<file path="src/rtl/cv32e40p_regfile_wb_arbiter.sv">
// cv32e40p_regfile_wb_arbiter: register-file write-back arbiter (EX on port A, ordered LSU/FPU FIFO on port B).
// Optional forwarding compare logic is enabled by defining CV32E40P_REGFILE_WB_FWD_EN.
module cv32e40p_regfile_wb_arbiter #(
    parameter int ADDR_WIDTH = 6,
    parameter int DATA_WIDTH = 32,
    parameter int FIFO_DEPTH = 2
) (
    input  logic                  clk,
    input  logic                  rst_n,
    input  logic                  ex_we_i,
    input  logic [ADDR_WIDTH-1:0] ex_waddr_i,
    input  logic [DATA_WIDTH-1:0] ex_wdata_i,
    output logic                  ex_ready_o,
    input  logic                  lsu_valid_i,
    input  logic [ADDR_WIDTH-1:0] lsu_waddr_i,
    input  logic [DATA_WIDTH-1:0] lsu_wdata_i,
    output logic                  lsu_ready_o,
    input  logic                  fpu_valid_i,
    input  logic [ADDR_WIDTH-1:0] fpu_waddr_i,
    input  logic [DATA_WIDTH-1:0] fpu_wdata_i,
    output logic                  fpu_ready_o,
    output logic [ADDR_WIDTH-1:0] waddr_a_o,
    output logic [DATA_WIDTH-1:0] wdata_a_o,
    output logic                  we_a_o,
    output logic [ADDR_WIDTH-1:0] waddr_b_o,
    output logic [DATA_WIDTH-1:0] wdata_b_o,
    output logic                  we_b_o,
    input  logic [ADDR_WIDTH-1:0] fwd_raddr_i,
    output logic                  fwd_hit_o,
    output logic [DATA_WIDTH-1:0] fwd_data_o
);

    localparam int PW = $clog2(FIFO_DEPTH);
    localparam int OW = $clog2(FIFO_DEPTH + 1);
    localparam logic [OW-1:0] DEPTH = OW'(FIFO_DEPTH);
    localparam logic [PW-1:0] LAST  = PW'(FIFO_DEPTH - 1);

    logic [ADDR_WIDTH-1:0] addr_q [FIFO_DEPTH];
    logic [ADDR_WIDTH-1:0] addr_d [FIFO_DEPTH];
    logic [DATA_WIDTH-1:0] data_q [FIFO_DEPTH];
    logic [DATA_WIDTH-1:0] data_d [FIFO_DEPTH];
    logic [PW-1:0]         rd_ptr_q, rd_ptr_d, wr_ptr_q, wr_ptr_d, idx;
    logic [OW-1:0]         occ_q, occ_d;
    logic                  we_a_q, we_a_d;
    logic [ADDR_WIDTH-1:0] waddr_a_q, waddr_a_d, b_addr_q, b_addr_d;
    logic [DATA_WIDTH-1:0] wdata_a_q, wdata_a_d, b_data_q, b_data_d;
    logic                  empty, lsu_xfer, fpu_xfer, lsu_push, fpu_push, waw, ex_acc;

    function automatic logic [PW-1:0] inc(input logic [PW-1:0] p);
        return (p == LAST) ? '0 : p + 1'b1;
    endfunction

    // Ready ignores the same-cycle pop, so a full FIFO can never see push and pop together.
    assign empty       = (occ_q == '0);
    assign lsu_ready_o = (occ_q < DEPTH);
    assign lsu_xfer    = lsu_valid_i && lsu_ready_o;
    assign fpu_ready_o = ((occ_q + OW'(lsu_xfer)) < DEPTH);
    assign fpu_xfer    = fpu_valid_i && fpu_ready_o;
    assign lsu_push    = lsu_xfer && (lsu_waddr_i != '0);
    assign fpu_push    = fpu_xfer && (fpu_waddr_i != '0);

    always_comb begin
        addr_d   = addr_q;
        data_d   = data_q;
        wr_ptr_d = wr_ptr_q;
        if (lsu_push) begin
            addr_d[wr_ptr_d] = lsu_waddr_i;
            data_d[wr_ptr_d] = lsu_wdata_i;
            wr_ptr_d         = inc(wr_ptr_d);
        end
        if (fpu_push) begin
            addr_d[wr_ptr_d] = fpu_waddr_i;
            data_d[wr_ptr_d] = fpu_wdata_i;
            wr_ptr_d         = inc(wr_ptr_d);
        end
        rd_ptr_d = empty ? rd_ptr_q : inc(rd_ptr_q);
        occ_d    = occ_q + OW'(lsu_push) + OW'(fpu_push) - OW'(!empty);
        b_addr_d = empty ? b_addr_q : addr_q[rd_ptr_q];
        b_data_d = empty ? b_data_q : data_q[rd_ptr_q];
        waw      = (lsu_xfer && (lsu_waddr_i == ex_waddr_i)) || (fpu_xfer && (fpu_waddr_i == ex_waddr_i));
        idx      = rd_ptr_q;
        for (int k = 0; k < FIFO_DEPTH; k++) begin
            if ((OW'(k) < occ_q) && (addr_q[idx] == ex_waddr_i)) waw = 1'b1;
            idx = inc(idx);
        end
        ex_ready_o = !(ex_we_i && waw);
        ex_acc     = ex_we_i && ex_ready_o;
        we_a_d     = ex_acc && (ex_waddr_i != '0);
        waddr_a_d  = ex_acc ? ex_waddr_i : waddr_a_q;
        wdata_a_d  = ex_acc ? ex_wdata_i : wdata_a_q;
    end

    always_ff @(posedge clk or negedge rst_n) begin
        if (!rst_n) begin
            addr_q    <= '{default: '0};
            data_q    <= '{default: '0};
            rd_ptr_q  <= '0;
            wr_ptr_q  <= '0;
            occ_q     <= '0;
            we_a_q    <= 1'b0;
            waddr_a_q <= '0;
            wdata_a_q <= '0;
            b_addr_q  <= '0;
            b_data_q  <= '0;
        end else begin
            addr_q    <= addr_d;
            data_q    <= data_d;
            rd_ptr_q  <= rd_ptr_d;
            wr_ptr_q  <= wr_ptr_d;
            occ_q     <= occ_d;
            we_a_q    <= we_a_d;
            waddr_a_q <= waddr_a_d;
            wdata_a_q <= wdata_a_d;
            b_addr_q  <= b_addr_d;
            b_data_q  <= b_data_d;
        end
    end

    assign we_a_o    = we_a_q;
    assign waddr_a_o = waddr_a_q;
    assign wdata_a_o = wdata_a_q;
    assign we_b_o    = !empty;
    assign waddr_b_o = b_addr_d;
    assign wdata_b_o = b_data_d;

`ifdef CV32E40P_REGFILE_WB_FWD_EN
    logic                  fwd_hit;
    logic [DATA_WIDTH-1:0] fwd_data;
    logic [PW-1:0]         fidx;

    // Later matches override earlier ones, so the newest FIFO entry beats port A.
    always_comb begin
        fwd_hit  = we_a_q && (waddr_a_q == fwd_raddr_i);
        fwd_data = fwd_hit ? wdata_a_q : '0;
        fidx     = rd_ptr_q;
        for (int k = 0; k < FIFO_DEPTH; k++) begin
            if ((OW'(k) < occ_q) && (addr_q[fidx] == fwd_raddr_i)) begin
                fwd_hit  = 1'b1;
                fwd_data = data_q[fidx];
            end
            fidx = inc(fidx);
        end
    end

    assign fwd_hit_o  = fwd_hit && (fwd_raddr_i != '0);
    assign fwd_data_o = fwd_hit_o ? fwd_data : '0;
`else
    logic unused_fwd;
    assign unused_fwd = ^fwd_raddr_i;
    assign fwd_hit_o  = 1'b0;
    assign fwd_data_o = '0;
`endif

endmodule
</file>
<file path="config.mk">
export PLATFORM = sky130hd
export DESIGN_NAME = cv32e40p_regfile_wb_arbiter
export DESIGN_NICKNAME = d
export VERILOG_FILES = /design/src/rtl/cv32e40p_regfile_wb_arbiter.sv
export SDC_FILE = /design/constraint.sdc
export NUM_CORES = 1
export LEC_CHECK = 0
export ABC_AREA = 1
export BUFFER_PORTS_ARGS = -buffer_cell sky130_fd_sc_hd__buf_2
export CAP_MARGIN = 10
export CORE_MARGIN = 1
export CORE_UTILIZATION = 35
export CTS_CLUSTER_DIAMETER = 120
export DETAILED_ROUTE_END_ITERATION = 10
export PLACE_DENSITY = 0.59
export SETUP_SLACK_MARGIN = 0.05
export SYNTH_ARGS = -nofsm -noshare
export SYNTH_HDL_FRONTEND = slang
export SYNTH_SLANG_ARGS = --single-unit
</file>
<file path="constraint.sdc">
create_clock -name clk -period 3.5 [get_ports clk]
set_input_delay 0.525 -clock clk [delete_from_list [all_inputs] [get_ports clk]]
set_output_delay 0.525 -clock clk [all_outputs]
set_load 0.1 [all_outputs]
</file>
* Word level (Yosys, flattened, before mapping) *
Index checks and enable logic that the tools add are counted.
Widths: inputs -> output; s select.

storage, ports and cells
  register bits = 157
  output and inout port bits = 114
  logic and storage cells = 91

operators by class
  add/subtract/negate cells = 7
  order comparisons = 10
  equal/unequal tests = 4
  mux-type cells = 34
  bitwise operators = 4
  reduce and logical (&&, ||, !) cells = 20

operators with widths
  operator             count
  $mux 32              6
  $bwmux 64            2
  $mux 64              2
  $demux 32 s1         2
  $mux 6               9
  $bwmux 12            2
  $eq 6x6->1           4
  $mux 12              2
  $reduce_bool 6->1    3
  $logic_and 1x1->1    13
  $demux 6 s1          2
  $ge 2x2->1 const B   4
  $not 1->2            4
  $mux 1               7
  $add 2x1->2          3
  $lt 1x2->1 const A   2
  $lt 2x1->1 const B   2
  $lt 2x2->1 const B   2
  $add 1x1->1 const B  3
  $logic_not 1->1      2
  $logic_not 2->1      1
  $sub 2x1->2          1
  $logic_or 1x1->1     1

* Depth between registers and ports, before layout *
  word-level depth = 13
  gate-level depth with buffers = 15
  gate-level depth less buffers = 12

* Worst setup path after synthesis *
Ideal clock, no wire load.

  kind = register -> output
  start = register occ_q[1]
  end = output waddr_b_o[0]
  arrival time = 3.291 ns
  required time = 2.975 ns
  slack = -0.316 ns
  stages on the path, launching flop included = 5
  buffers on the path = 1
  path through = dfrtp_1 nor2_2 clkinv_1 clkbuf_1 a31oi_1

on the way
  word-level cells in the longest chain between the ends = 2

RTL lines
  element                 RTL line  text
  start, declared         43        logic [OW-1:0] occ_q, occ_d;
  start signal, assigned  99        occ_q <= '0;
  start signal, assigned  110       occ_q <= occ_d;
  $logic_not 2->1         54        assign empty = (occ_q == '0);
  $mux 6                  78        b_addr_d = empty ? b_addr_q : addr_q[rd_ptr_q];
  end, declared           25        output logic [ADDR_WIDTH-1:0] waddr_b_o,

No other way between the ends.

* Final worst setup path *
  start = register rd_ptr_q
  end = output wdata_b_o[11]

on the way
  word-level cells in the longest chain between the ends = 5

RTL lines
  element                                     RTL line  text
  start, declared                             42        logic [PW-1:0] rd_ptr_q, rd_ptr_d, wr_ptr_q, wr_ptr_d, idx;
  start signal, assigned                      108       rd_ptr_q <= rd_ptr_d;
  $not 1->2 (implied by the code)             79        b_data_d = empty ? b_data_q : data_q[rd_ptr_q];
  $mux 32 (implied by the code) (3 in a row)  79
  $mux 32                                     79
  end, declared                               26        output logic [DATA_WIDTH-1:0] wdata_b_o,

No other way between the ends. The select of a mux whose other input is x is not followed.

==> load_flow_metrics.sql <==
INSERT INTO impl_metrics (metric_group, metric, value, unit) VALUES
('cts', 'htree_levels', '4', ''),
('cts', 'cts_clock_pin_slew_for_the_worst_setup_and_hold_paths', '0.06', 'ns'),
('worst_hold_path', 'hold_path_class', 'primary input to async pin', ''),
('yosys', 'postSynthCellCount', '1094', ''),
('cts', 'worst_skew_pair.late_latency', '0.42', 'ns'),
('floorplan', 'ios', '239', ''),
('floorplan', 'initial_utilization', '35.9', '%'),
('cts', 'cts_root_buffer', 'clkbuf_16', ''),
('floorplan', 'die_area', '24000', 'µm²'),
('layout', 'post_route_cells_drive_above_1_share', '20.8', '%'),
('critical_path', 'timing.critical_path.required', '2.97', 'ns'),
('global_routing', 'global_route.overflow_total', '0', ''),
('global_routing', 'global_route.usage.total', '20.5', '%'),
('floorplan', 'num_rows', '55', ''),
('layout', 'seqCellArea', '3930', 'µm²'),
('yosys', 'synth_top_cells_by_area', 'dfrtp_1 48%, nand2_1 17%, o21ai_0 9.4%', ''),
('global_routing', 'grt_pass1_vias', '7247', ''),
('floorplan', 'std_cell_core_area', '22800', 'µm²'),
('sta', 'final_max_slew_viol_count', '0', ''),
('route', 'wirelength', '23900', 'µm'),
('critical_path', 'setup.worst_path.start_class', 'flop', ''),
('route', 'ant_nets', '0', ''),
('route', 'detailedRoute.firstIterationViolations', '452', ''),
('yosys', 'synth-warning-count', '0', ''),
('floorplan', 'die_height', '155', 'µm'),
('sta', 'report.final.hold_viol_count', '0', ''),
('sta', 'setup_total_negative_slack', '0', 'ns'),
('job', 'drv_cap', '0', ''),
('critical_path', 'critPathArrivalTime', '2.67', 'ns'),
('route', 'routed-via-count', '7475', ''),
('global_routing', 'antenna_found_initial', '2', ''),
('critical_path', 'r2r_end', 'wdata_a_o[29]$_DFFE_PN0P_', ''),
('placement', 'placement.io_buffers', '199', ''),
('sta', 'final_min_period_over_clock_period', '91.3', '%'),
('route', 'drt_pre_antenna_iters', '4', ''),
('yosys', 'netlist_area_pre_place', '8180', 'µm²'),
('placement', 'placed_area', '9410', 'µm²'),
('sta', 'slew_headroom', '46.3', '%'),
('global_routing', 'grt_pass1_wl', '38100', 'µm'),
('sta', 'timing.final.setup_violations', '0', ''),
('route', 'vias_per_cell', '4.71', ''),
('critical_path', 'cp_max_fo', '31', ''),
('layout', 'filler_instances', '2334', ''),
('sta', 'unrepaired_setup_endpoints_after_global_routing', 'false', ''),
('critical_path', 'crit_type', 'flop to output port', ''),
('route', 'wire_per_inst', '15.0', 'µm'),
('layout', 'flow.area_growth_from_synthesis', '22.8', '%'),
('cts', 'tritoncts_clock_tree', 'done', ''),
('status', 'run_status', 'complete, no violations', ''),
('yosys', 'synth_area_per_cell', '7.48', 'µm²'),
('layout', 'finish.instance_area', '10000', 'µm²'),
('yosys', 'netlist.top_cell.by_area', 'dfrtp_1', ''),
('placement', 'gp_congestion', '0.871', ''),
('layout', 'nets', '1386', ''),
('layout', 'multi_input_logic_area', '3440', 'µm²'),
('placement', 'place.detailed.hpwl', '15400', 'µm'),
('cts', 'clock_path_buffers', '2', ''),
('sta', 'timing.final.crit_period', '3.20', 'ns'),
('critical_path', 'worst-r2r-setup-slack', '0.67', 'ns'),
('layout', 'stdcell_count', '1587', ''),
('yosys', 'netlist-cell-type-count', '31', ''),
('cts', 'cts_setup_buffers', '0', ''),
('route', 'drc', '0', ''),
('cts', 'ctsHoldBuffers', '0', ''),
('sta', 'fmaxAchievable', '0.313', 'GHz'),
('critical_path', 'rr_startpoint', 'rd_ptr_q$_DFFE_PN0N_', ''),
('cts', 'cts_inserted_buffers', '17', ''),
('yosys', 'yosysTopAreaCellShare', '48.0', '%'),
('global_routing', 'grt_max_degree', '81', ''),
('yosys', 'synth_sequential_area_ratio', '48.0', '%'),
('critical_path', 'ff2ff_path_depth', '12', ''),
('critical_path', 'worstSetupEndpointType', 'output port', ''),
('cts', 'clk_sinks', '157', ''),
('placement', 'dpl.cell_count', '1553', ''),
('sta', 'finalClockSkew', '0.0127', 'ns'),
('floorplan', 'die_width', '155', 'µm'),
('sta', 'worst-slew-pin-transition', '0.805', 'ns'),
('yosys', 'synth.ff_latch_count', '157', '');
-- logic make-up after synthesis --
group | Yosys count | share of synthesized area [%]
xor gates and xnor gates | 9 | 0.963
buffers and inverters | 205 | 11.9
other | 1 | 0.0458
DFF | 157 | 48.0
adders and majority gates | 2 | 0.398
AOI/OAI and AO/OA | 235 | 14.6
and+or+nand+nor | 485 | 24.1
-- metal layers --
layer / GRT usage, % / part of all wire (%)
met1: 25.3 / 44
met2: 36.3 / 49
met3: 3.96 / 5.0
met4: 5.70 / 1.3
met5: 0 / 0
-- sequential cells by signal, indices dropped and copies added (netlist names) --
name and cells:
rd_ptr_q 1, waddr_a_o 6, b_data_q 32, we_a_o 1, data_q 64, addr_q 12, wdata_a_o 32, b_addr_q 6
wr_ptr_q 1, occ_q 2
-- worst max path at each step --
stage	cells past startpoint	slack, ns	from	end
2_1_floorplan	4	-0.32	occ_q[1]$_DFF_PN0_	waddr_b_o[0]
3_3_place_gp	11	0.55	rd_ptr_q$_DFFE_PN0N_	wdata_a_o[5]$_DFFE_PN0P_
3_5_place_dp	11	0.53	rd_ptr_q$_DFFE_PN0N_	wdata_a_o[29]$_DFFE_PN0P_
4_1_cts	5	0.28	rd_ptr_q$_DFFE_PN0N_	wdata_b_o[11]
5_1_grt	11	0.16	rd_ptr_q$_DFFE_PN0N_	ex_ready_o
6_report	5	0.30	rd_ptr_q$_DFFE_PN0N_	wdata_b_o[11]
-- critical path: stages (launching register included) --
cell and delay (ns):
dfrtp_4 0.63, inv_2 0.30, buf_4 0.43, nand2_1 0.09, a21oi_1 0.29, buf_2 0.49
-- Yosys cell counts --
| cell type | n |
|---|---|
| nand2_1 | 369 |
| dfrtp_1 | 157 |
| o21ai_0 | 154 |
| inv_1 | 99 |
| a21oi_1 | 68 |
| nor2_1 | 51 |
| nand4_1 | 40 |
| buf_4 | 35 |
| clkbuf_1 | 35 |
| buf_2 | 20 |
| nand3_1 | 16 |
| buf_1 | 6 |
| buf_6 | 6 |
| xor2_1 | 6 |
| a31oi_1 | 5 |
| nor2_2 | 3 |
| o211ai_1 | 3 |
| o21a_1 | 3 |
| xnor2_1 | 3 |
| inv_2 | 2 |
| nor3_1 | 2 |
| o21ai_1 | 2 |
| clkbuf_2 | 1 |
| clkinv_1 | 1 |
| conb_1 | 1 |
| fa_1 | 1 |
| ha_1 | 1 |
| nand3_2 | 1 |
| nor2_4 | 1 |
| nor4_1 | 1 |
| or2_1 | 1 |
-- stage by stage --
step	hold slack [ns]	utilization, %	setup WS, ns
after floorplan	0.229	-	-0.316
after global placement	0.448	41.3	0.546
after detailed placement	0.454	41.3	0.533
after CTS	0.177	44.1	0.275
after global routing	0.219	44.1	0.160
final	0.141	44.1	0.305
-- area by class of cell --
class / count / area share (%)
inverter: 102 / 3.81
antenna: 2 / 0.0498
sequential: 157 / 39.1
multi-input combinational: 764 / 34.2
timing repair buffer: 217 / 12.6
clock buffer: 17 / 4.23
clock inverter: 15 / 2.03
tap: 313 / 3.90
-- repair_timing --
action | 4_1_cts | 5_1_grt
resized for setup | 0 | 1
hold endpoints to repair | 0 | 0
endpoints found under the setup margin | 0 | 1
-- layout by cell type (no fill, tap or decap), types with 2 or more instances in the layout --
cell type / n
o21a_1: 3
nand2_2: 2
o211ai_1: 3
clkbuf_16: 17
inv_8: 2
nand3_2: 2
buf_12: 9
inv_2: 2
dfrtp_1: 156
clkinv_4: 2
xor2_1: 6
a31oi_1: 5
nor2_1: 51
xnor2_1: 3
inv_1: 99
diode_2: 2
o21ai_1: 2
conb_1: 33
nor2_4: 3
nand2_1: 367
buf_2: 191
bufinv_16: 3
a21oi_2: 4
a21oi_1: 64
o21ai_0: 154
clkinvlp_4: 3
inv_6: 4
nand3_1: 15
buf_4: 16
nand4_1: 40
nor3_1: 2
Power is left out: the tool's default activity adds up to more than one toggle a clock period on the data nets, which glitch-free logic cannot reach.
